===== config.mk =====
export PLATFORM = sky130hd
export DESIGN_NAME = scan_display_ctrl_flat
export DESIGN_NICKNAME = d
export VERILOG_FILES = /design/src/rtl/scan_display_if.sv /design/src/rtl/scan_display_ctrl.sv /design/src/flat_wrapper.sv
export SDC_FILE = /design/constraint.sdc
export NUM_CORES = 1
export LEC_CHECK = 0
export CAP_MARGIN = 20
export CORE_MARGIN = 1.5
export CORE_UTILIZATION = 57
export CTS_BUF_LIST = sky130_fd_sc_hd__clkbuf_8
export CTS_CLUSTER_DIAMETER = 30
export CTS_CLUSTER_SIZE = 40
export DETAILED_ROUTE_END_ITERATION = 6
export PLACE_DENSITY = 0.82
export SETUP_SLACK_MARGIN = 0.3
export SYNTH_ARGS = -nofsm -noshare
export SYNTH_HDL_FRONTEND = slang
export SYNTH_SLANG_ARGS = --single-unit

===== constraint.sdc =====
create_clock -name clk -period 2.6 [get_ports clk]
set_input_delay 0.39 -clock clk [delete_from_list [all_inputs] [get_ports clk]]
set_output_delay 0.39 -clock clk [all_outputs]
set_load 0.005 [all_outputs]

===== src/rtl/scan_display_if.sv =====
// Display bus between the countdown datapath (master) and the scan controller (slave).
interface scan_display_if #(
   parameter int unsigned DIGITS = 4
);
   logic [4*DIGITS-1:0] digits_in;
   logic [DIGITS-1:0]   enable_in;
   logic [DIGITS-1:0]   blink_in;
   logic [DIGITS-1:0]   dp_in;
   logic [6:0]          seg;
   logic                dp_n;
   logic [DIGITS-1:0]   an;

   modport master (
      output digits_in, enable_in, blink_in, dp_in,
      input  seg, dp_n, an
   );

   modport slave (
      input  digits_in, enable_in, blink_in, dp_in,
      output seg, dp_n, an
   );
endinterface


===== src/rtl/scan_display_ctrl.sv =====
// Time-multiplexed common-anode hex display scanner with frame-latched inputs, blink and dp.
// Optional leading-zero blanking is enabled by defining LEADING_ZERO_BLANK_EN.
module scan_display_ctrl #(
   parameter int unsigned DIGITS       = 4,
   parameter int unsigned SCAN_DIV     = 50000,
   parameter int unsigned BLINK_FRAMES = 64
) (
   input  logic          clk,
   input  logic          rst_n,
   scan_display_if.slave disp
);
   localparam int unsigned IDX_W = (DIGITS > 1) ? $clog2(DIGITS) : 1;
   localparam int unsigned PRE_W = (SCAN_DIV > 1) ? $clog2(SCAN_DIV) : 1;
   localparam int unsigned FRM_W = (BLINK_FRAMES > 1) ? $clog2(BLINK_FRAMES) : 1;
   localparam int unsigned NIB_W = 4 * DIGITS;

   localparam logic [PRE_W-1:0] PRE_LAST = PRE_W'(SCAN_DIV - 1);
   localparam logic [IDX_W-1:0] IDX_LAST = IDX_W'(DIGITS - 1);
   localparam logic [FRM_W-1:0] FRM_LAST = FRM_W'(BLINK_FRAMES - 1);

   logic [PRE_W-1:0]  pre_q;
   logic [IDX_W-1:0]  idx_q;
   logic [FRM_W-1:0]  frm_q;
   logic              phase_q;
   logic [NIB_W-1:0]  sh_dig_q;
   logic [DIGITS-1:0] sh_en_q;
   logic [DIGITS-1:0] sh_bl_q;
   logic [DIGITS-1:0] sh_dp_q;
   logic [DIGITS-1:0] lz_c;
   logic [DIGITS-1:0] sh_lz_q;

   logic              tick_c;
   logic              frame_end_c;
   logic [3:0]        nib_c;
   logic              vis_c;
   logic [6:0]        seg_c;
   logic              dp_n_c;
   logic [DIGITS-1:0] an_c;

   function automatic logic [6:0] hex_decode(input logic [3:0] v);
      logic [6:0] s;
      case (v)
         4'h0: s = 7'b0000001;
         4'h1: s = 7'b1001111;
         4'h2: s = 7'b0010010;
         4'h3: s = 7'b0000110;
         4'h4: s = 7'b1001100;
         4'h5: s = 7'b0100100;
         4'h6: s = 7'b0100000;
         4'h7: s = 7'b0001111;
         4'h8: s = 7'b0000000;
         4'h9: s = 7'b0000100;
         4'ha: s = 7'b0001000;
         4'hb: s = 7'b1100000;
         4'hc: s = 7'b0110001;
         4'hd: s = 7'b1000010;
         4'he: s = 7'b0110000;
         default: s = 7'b0111000;
      endcase
      return s;
   endfunction

   assign tick_c      = (pre_q == PRE_LAST);
   assign frame_end_c = tick_c && (idx_q == IDX_LAST);

`ifdef LEADING_ZERO_BLANK_EN
   // A zero digit is blanked while every enabled digit above it is also zero.
   always_comb begin
      logic above_zero;
      lz_c       = '0;
      above_zero = 1'b1;
      for (int i = int'(DIGITS) - 1; i >= 0; i--) begin
         lz_c[i] = (i != 0) && above_zero && (disp.digits_in[4*i +: 4] == 4'h0);
         if (disp.enable_in[i] && (disp.digits_in[4*i +: 4] != 4'h0)) begin
            above_zero = 1'b0;
         end
      end
   end
`else
   assign lz_c = '0;
`endif

   // Prescaler, digit index, frame/blink counters and frame-end shadow load.
   always_ff @(posedge clk or negedge rst_n) begin
      if (!rst_n) begin
         pre_q    <= '0;
         idx_q    <= '0;
         frm_q    <= '0;
         phase_q  <= 1'b0;
         sh_dig_q <= '0;
         sh_en_q  <= '0;
         sh_bl_q  <= '0;
         sh_dp_q  <= '0;
         sh_lz_q  <= '0;
      end else begin
         pre_q <= tick_c ? '0 : pre_q + PRE_W'(1);
         if (tick_c) begin
            idx_q <= (idx_q == IDX_LAST) ? '0 : idx_q + IDX_W'(1);
         end
         if (frame_end_c) begin
            sh_dig_q <= disp.digits_in;
            sh_en_q  <= disp.enable_in;
            sh_bl_q  <= disp.blink_in;
            sh_dp_q  <= disp.dp_in;
            sh_lz_q  <= lz_c;
            if (frm_q == FRM_LAST) begin
               frm_q   <= '0;
               phase_q <= ~phase_q;
            end else begin
               frm_q <= frm_q + FRM_W'(1);
            end
         end
      end
   end

   always_comb begin
      nib_c  = sh_dig_q[4*idx_q +: 4];
      an_c   = ~(DIGITS'(1) << idx_q);
      vis_c  = sh_en_q[idx_q] & ~(sh_bl_q[idx_q] & phase_q);
      seg_c  = 7'b1111111;
      dp_n_c = 1'b1;
      if (vis_c) begin
         // Leading-zero digits keep their dp but lose the segments.
         seg_c  = sh_lz_q[idx_q] ? 7'b1111111 : hex_decode(nib_c);
         dp_n_c = ~sh_dp_q[idx_q];
      end
   end

   always_ff @(posedge clk or negedge rst_n) begin
      if (!rst_n) begin
         disp.an   <= '1;
         disp.seg  <= 7'b1111111;
         disp.dp_n <= 1'b1;
      end else begin
         disp.an   <= an_c;
         disp.seg  <= seg_c;
         disp.dp_n <= dp_n_c;
      end
   end
endmodule


===== src/flat_wrapper.sv =====
// flat-port wrapper written by rule: the top's interface ports become plain ports
module scan_display_ctrl_flat 
#(
   parameter int unsigned DIGITS       = 4,
   parameter int unsigned SCAN_DIV     = 50000,
   parameter int unsigned BLINK_FRAMES = 64
)
  (clk, rst_n, disp_digits_in, disp_enable_in, disp_blink_in, disp_dp_in, disp_seg, disp_dp_n, disp_an);
  scan_display_if #(.DIGITS(DIGITS)) disp_i ();
  input  logic clk;
  input  logic rst_n;
  input wire logic [$bits(disp_i.digits_in)-1:0] disp_digits_in;
  input wire logic [$bits(disp_i.enable_in)-1:0] disp_enable_in;
  input wire logic [$bits(disp_i.blink_in)-1:0] disp_blink_in;
  input wire logic [$bits(disp_i.dp_in)-1:0] disp_dp_in;
  output wire logic [$bits(disp_i.seg)-1:0] disp_seg;
  output wire logic [$bits(disp_i.dp_n)-1:0] disp_dp_n;
  output wire logic [$bits(disp_i.an)-1:0] disp_an;
  assign disp_i.digits_in = disp_digits_in;
  assign disp_i.enable_in = disp_enable_in;
  assign disp_i.blink_in = disp_blink_in;
  assign disp_i.dp_in = disp_dp_in;
  assign disp_seg = disp_i.seg;
  assign disp_dp_n = disp_i.dp_n;
  assign disp_an = disp_i.an;
  scan_display_ctrl #(.DIGITS(DIGITS), .SCAN_DIV(SCAN_DIV), .BLINK_FRAMES(BLINK_FRAMES)) u_core (.clk(clk), .rst_n(rst_n), .disp(disp_i));
endmodule

==> results of run 1 <==
metrics by stage:
| step | instance area, sq um | utilization | cells | total power [mW] |
|---|---|---|---|---|
| CTS | 3930 | 0.713 | 371 | 2.00 |
| global placement | 3710 | 0.674 | 355 | 1.10 |
| finish | 3930 | 0.713 | 371 | 1.98 |
| global route | 3930 | 0.713 | 371 | 2.05 |
| detailed placement | 3710 | 0.674 | 355 | 1.10 |
| floorplan | 3250 | - | 249 | 1.03 |
cell type report:
cell class | count | area [sq um]
clock buffers | 12 | 165
clock inverters | 4 | 50.0
fillers | 392 | 1580
inverters | 11 | 41.3
multi-input cells | 162 | 1480
flip-flops and latches | 65 | 1640
well taps | 72 | 90.1
repair buffers | 45 | 460
final timing paths:
path,startpoint,endpoint,cells past startpoint,slack (ps)
max,u_core.idx_q[0],u_core.disp.seg[6],5,370
min reg2reg,u_core.frm_q[5],u_core.frm_q[5],1,480
min,rst_n,u_core.sh_dig_q[9],1,70
min in group clk,u_core.frm_q[5],u_core.frm_q[5],1,480
max reg2reg,u_core.idx_q[0],u_core.disp.seg[6],5,370
max in group asynchronous,rst_n,u_core.disp.dp_n,2,1860
critical path, cell delays in order, from the launching register on:
cell and delay, ps:
dfrtp_1 420, mux4_1 700, ha_1 310, or3b_2 470
a21oi_1 160, o31ai_1 90
power groups by stage:
stage | registers (mW) | clock network (mW) | logic, mW
final | 1.01 | 0.900 | 0.0651
after global placement | 1.03 | 0 | 0.0664
after global routing | 1.01 | 0.962 | 0.0722
after CTS | 1.01 | 0.919 | 0.0670
after detailed placement | 1.03 | 0 | 0.0666
after floorplan | 1.03 | 0 | 0.000356
metal layers:
layer | vias to the layer above | GRT usage | part of all wire
li1 | 997 | - | -
met1 | 1084 | 0.284 | 0.43
met2 | 73 | 0.371 | 0.50
met3 | 16 | 0.0419 | 0.037
met4 | 0 | 0.109 | 0.027
met5 | - | 0 | 0
Yosys cell counts, drive strengths merged, types with 2 or more instances:
master and n:
a21oi 5, and2 3, and3 2, and4 5, buf 8, clkbuf 3, dfrtp 53, dfstp 12
ha 12, inv 11, mux2 36, mux2i 5, mux4 7, nand2 9, nand3 9, nand4 6
nor2 12, nor3 2, nor4 3, nor4bb 4, o21ai 4, o221ai 2, o311ai 3, o31ai 2
or3b 4, xnor2 8, xor2 10
cells in the final DEF (no fill, tap or decap), types with 3 or more instances in the layout:
cell / Yosys / final
ha_1: 12 / 12
nor4_1: 3 / 3
mux4_1: 5 / 5
and4_1: 5 / 5
mux2_2: 35 / 35
nand3_1: 9 / 9
nand4_1: 6 / 6
inv_1: 11 / 11
xnor2_1: 8 / 8
nor4bb_1: 4 / 4
mux2i_1: 4 / 4
o21ai_0: 4 / 4
xor2_1: 10 / 10
nand2_1: 9 / 9
clkbuf_8: 0 / 12
dfrtp_1: 53 / 53
nor2_1: 12 / 12
and2_1: 3 / 3
clkdlybuf4s50_1: 0 / 40
or3b_2: 4 / 4
a21oi_1: 5 / 5
dfstp_2: 12 / 12
flip-flops by register name (all words and copies together) (netlist names):
name,cells
u_core.pre_q,16
u_core.disp.an,4
u_core.sh_en_q,4
u_core.disp.dp_n,1
u_core.disp.seg,7
u_core.frm_q,6
u_core.phase_q,1
u_core.sh_bl_q,4
u_core.sh_dig_q,16
u_core.idx_q,2
u_core.sh_dp_q,4
cells by family (layout without fill, tap and decap cells):
family,after synthesis,after routing,synth area share
compound gates,21,21,0.0473
buf+inv,22,72,0.0400
flops,65,65,0.505
fa+ha+maj,12,12,0.0462
xor+xnor,18,18,0.0485
simple gates,63,63,0.114
mux,48,48,0.199
==> results.toml, run 1 <==
[placed_design]
port_buffers = 41
dp_slack_ps = 416
gp_congestion = 0.946
hpwl_um = 4170

[power_and_ir_drop]
sequentialPowerShare = 0.512
peakVddDrop_uv = 292
p_clk_frac = 0.455
p_per_area_mw_per_mm2 = 503
internal_power_mw = 1.57
combPwrFrac = 0.033
switchingPower_uw = 405
power.leakage_nw = 1.74
power.share.switching = 0.205

[worst_setup_path]
arrival_ps = 2480
required_ps = 2850
crit_path_start_kind = "flip-flop"
crit_path_end_kind = "flip-flop"
cp_max_fo = 5
critPathKind = "flip-flop to flip-flop"

[synth]
synth_edf_count = 0
syn-mean-instance-area_sq_um = 13.1
yosys.area.top_type = "dfrtp_1"
async_flop_share = 1.00
yosys-top-cells-area = "dfrtp_1, mux2_2, dfstp_2, ha_1, mux4_1"
ys_seq_area_frac = 0.505
syn_inst = 249
syn_nets = 291
syn-cell-area_sq_mm = 0.00325
synth.distinct_cells = 43
ys.flop_type = "dfrtp_1"
ys_ff_latch = 65
yosysWarnings = 0
netlist.area_leader.share = 0.408

[cts]
post_cts_resized = 0
cts_tree = "yes"
htree_levels = 3
max-clock-path-buffers = 2
insertion_delay_ps = 330
clock_sinks = 65
numCtsBuffers = 9
cts_root_buf = "clkbuf_8"
path_clk_slew_ps = 70
post_cts_buffers = 0
postCtsHoldBufs = 0

[sta]
worstMarginPinSlew_ps = 627
fin_skew_ps = 6.20
fin_ws_ps = 375
fin_crit_sh = 0.856
tns_ps = 0
whs_ps = 72.8
slew_headroom = 0.582
layout_min_cycle_time_ps = 2230
rsz0062_at_grt = "false"
maxSlewViolCount = 0
max_freq_ghz = 0.449
timing_hold_violations_final = 0
setup_violations = 0

[die]
die_w_um = 78.5
die_area_sq_mm = 0.00616
coreArea_sq_mm = 0.00551
ioPinCount = 42
initial_core_util = 0.590
die_h_um = 78.5
placementRows = 27

[drt]
wl_per_cell_um = 16.5
wl_um = 6130
drtIter0Drc = 109
via_count = 2170
detail-route-antenna-nets = 0
drc_errors = 0
drt_first_pass_iters = 4
viasPerCell = 5.85

[layout]
n_antenna_cell = 0
fin_nets = 336
drive_above_1_share = 0.261
area_delta_synth_final_pct = 20.8

[global_routing]
antenna_found_initial = 0
grt_pass1_vias = 2221
grt_overflow_total = 0
grt_max_degree = 39
grt.total_usage = 0.224
grt_pass1_wl_um = 10600

[status]
status = "completed"

[job]
drv_cap = 0

[worst_hold_path]
hold_class = "input port to async pin"
No activity file was read; power rests on OpenSTA's default activity.
==> run 2: changes to the inputs <==
--- a/config.mk
+++ b/config.mk
@@ -6,6 +6,7 @@
 export NUM_CORES = 1
 export LEC_CHECK = 0
 export CAP_MARGIN = 20
+export CORE_ASPECT_RATIO = 1.4
 export CORE_MARGIN = 1.5
 export CORE_UTILIZATION = 57
 export CTS_BUF_LIST = sky130_fd_sc_hd__clkbuf_8
==> run 2 against run 1 <==
Effect of this change:
- hold slack gained 130 ps
- worst setup slack better by 24 ps
- count of clock-buffer cells in the layout is 2 lower
- via count fell by 3.5%
- register-to-register slack better by 20 ps
- sequential share of layout area increased by 0.14 points
- first-iteration DRC count fell by 12%
- utilization decreased by 0.42 points
- wire length increased by 1.4%
- critical endpoint unchanged
==> results.toml, run 2 (synthesis gave the netlist of run 1 again) <==
[status]
status = "completed"

[die]
die_h_um = 92.4
die_w_um = 66.8
die_area_sq_mm = 0.00617
ioPinCount = 42
coreArea_sq_mm = 0.00553
placementRows = 32
initial_core_util = 0.588

[placed_design]
port_buffers = 41
gp_congestion = 0.816
hpwl_um = 4250

[global_routing]
grt_pass1_vias = 2074
grt_max_degree = 66
antenna_found_initial = 0
grt_pass1_wl_um = 10400
grt.total_usage = 0.230
grt_overflow_total = 0

[worst_setup_path]
r2r_end = "u_core.disp.seg[6]"
r2r-start = "u_core.idx_q[1]"
r2r_slack_ps = 400
reg2regPathDepth = 5
critPathKind = "flip-flop to flip-flop"
cp_max_fo = 10
arrival_ps = 2460
crit_path_end_kind = "flip-flop"
crit_start = "u_core.idx_q[1]"
crit_path_start_kind = "flip-flop"
required_ps = 2860

[drt]
wl_per_cell_um = 16.9
via_count = 2094
viasPerCell = 5.71
drt_first_pass_iters = 4
drc_errors = 0
wl_um = 6220
detail-route-antenna-nets = 0
drtIter0Drc = 96

[layout]
top_regs = "u_core.pre_q x16, u_core.sh_dig_q x16, u_core.disp.seg x7"
fin_nets = 336
n_antenna_cell = 0
drive_above_1_share = 0.271
area_delta_synth_final_pct = 20.5
layout_commonest_cell = "dfrtp_1"
layout_common_cells = "dfrtp_1, clkdlybuf4s50_1, mux2_2"

[sta]
fin_crit_sh = 0.847
rsz0062_at_grt = "false"
tns_ps = 0
setup_violations = 0
fin_skew_ps = 13.0
slew_headroom = 0.472
max_freq_ghz = 0.454
layout_min_cycle_time_ps = 2200
worstMarginPinSlew_ps = 792
maxSlewViolCount = 0
timing_hold_violations_final = 0

[cts]
path_clk_slew_ps = 70
cts_tree = "yes"
htree_levels = 3
cts_root_buf = "clkbuf_8"
numCtsBuffers = 9
max-clock-path-buffers = 2
clock_sinks = 65
insertion_delay_ps = 350

[power_and_ir_drop]
power.total_mw = 2.05
power.leakage_nw = 1.72
peakVddDrop_uv = 354
p_per_area_mw_per_mm2 = 524

[worst_hold_path]
hold_class = "input port to async pin"

[job]
drv_cap = 0
-- run 2: worst max-delay path by stage --
stage / end / slack, ps / cells after the start
global placement: u_core.disp.seg[6] / 370 / 5
floorplan: u_core.disp.seg[6] / 450 / 6
finish: u_core.disp.seg[6] / 400 / 5
detailed placement: u_core.disp.seg[6] / 300 / 5
CTS: u_core.disp.seg[6] / 310 / 5
global route: u_core.disp.seg[6] / 330 / 5
-- run 2: what timing repair did --
action                                  4_1_cts  5_1_grt
hold buffers                                  0        0
gates resized for setup                       2        1
endpoints found under the setup margin        1        1
buffers inserted                              0        0
-- run 2: per-layer routing --
metal  wire length [um]  track usage  up-vias
met5                  0            0        -
met4                111       0.0867        0
met3                222       0.0656        8
met2               3230        0.370       42
met1               2660        0.293     1053
li1                   -            -      991
-- run 2: layout make-up --
type | instances | area, sq um
multi-input cells | 162 | 1470
clock buffers | 10 | 138
well taps | 68 | 85.1
clock inverters | 6 | 91.3
inverters | 11 | 41.3
repair buffers | 45 | 448
fillers | 395 | 1610
flip-flops and latches | 65 | 1640
-- run 2: worst max-delay path, stage by stage (launching register included) --
cell and delay [ps]:
dfrtp_1 610, mux4_2 450, ha_1 280, or3b_2 490, a21oi_1 170, o31ai_1 100
-- run 2: power by group --
part | internal (mW) | switching [mW]
Clock | 0.567 | 0.412
Sequential | 1.01 | 0
Combinational | 0.0381 | 0.0246
Total | 1.62 | 0.437
-- run 2: stage by stage --
step           worst slack (ps)  hold WS (ps)  utilization  cells  area [sq um]
2_1_floorplan               446          94.4            -    249          3250
3_3_place_gp                366           467        0.669    351          3690
3_5_place_dp                301           479        0.669    351          3690
4_1_cts                     314           234        0.710    367          3920
5_1_grt                     326           301        0.709    367          3920
6_report                    399           206        0.709    367          3920
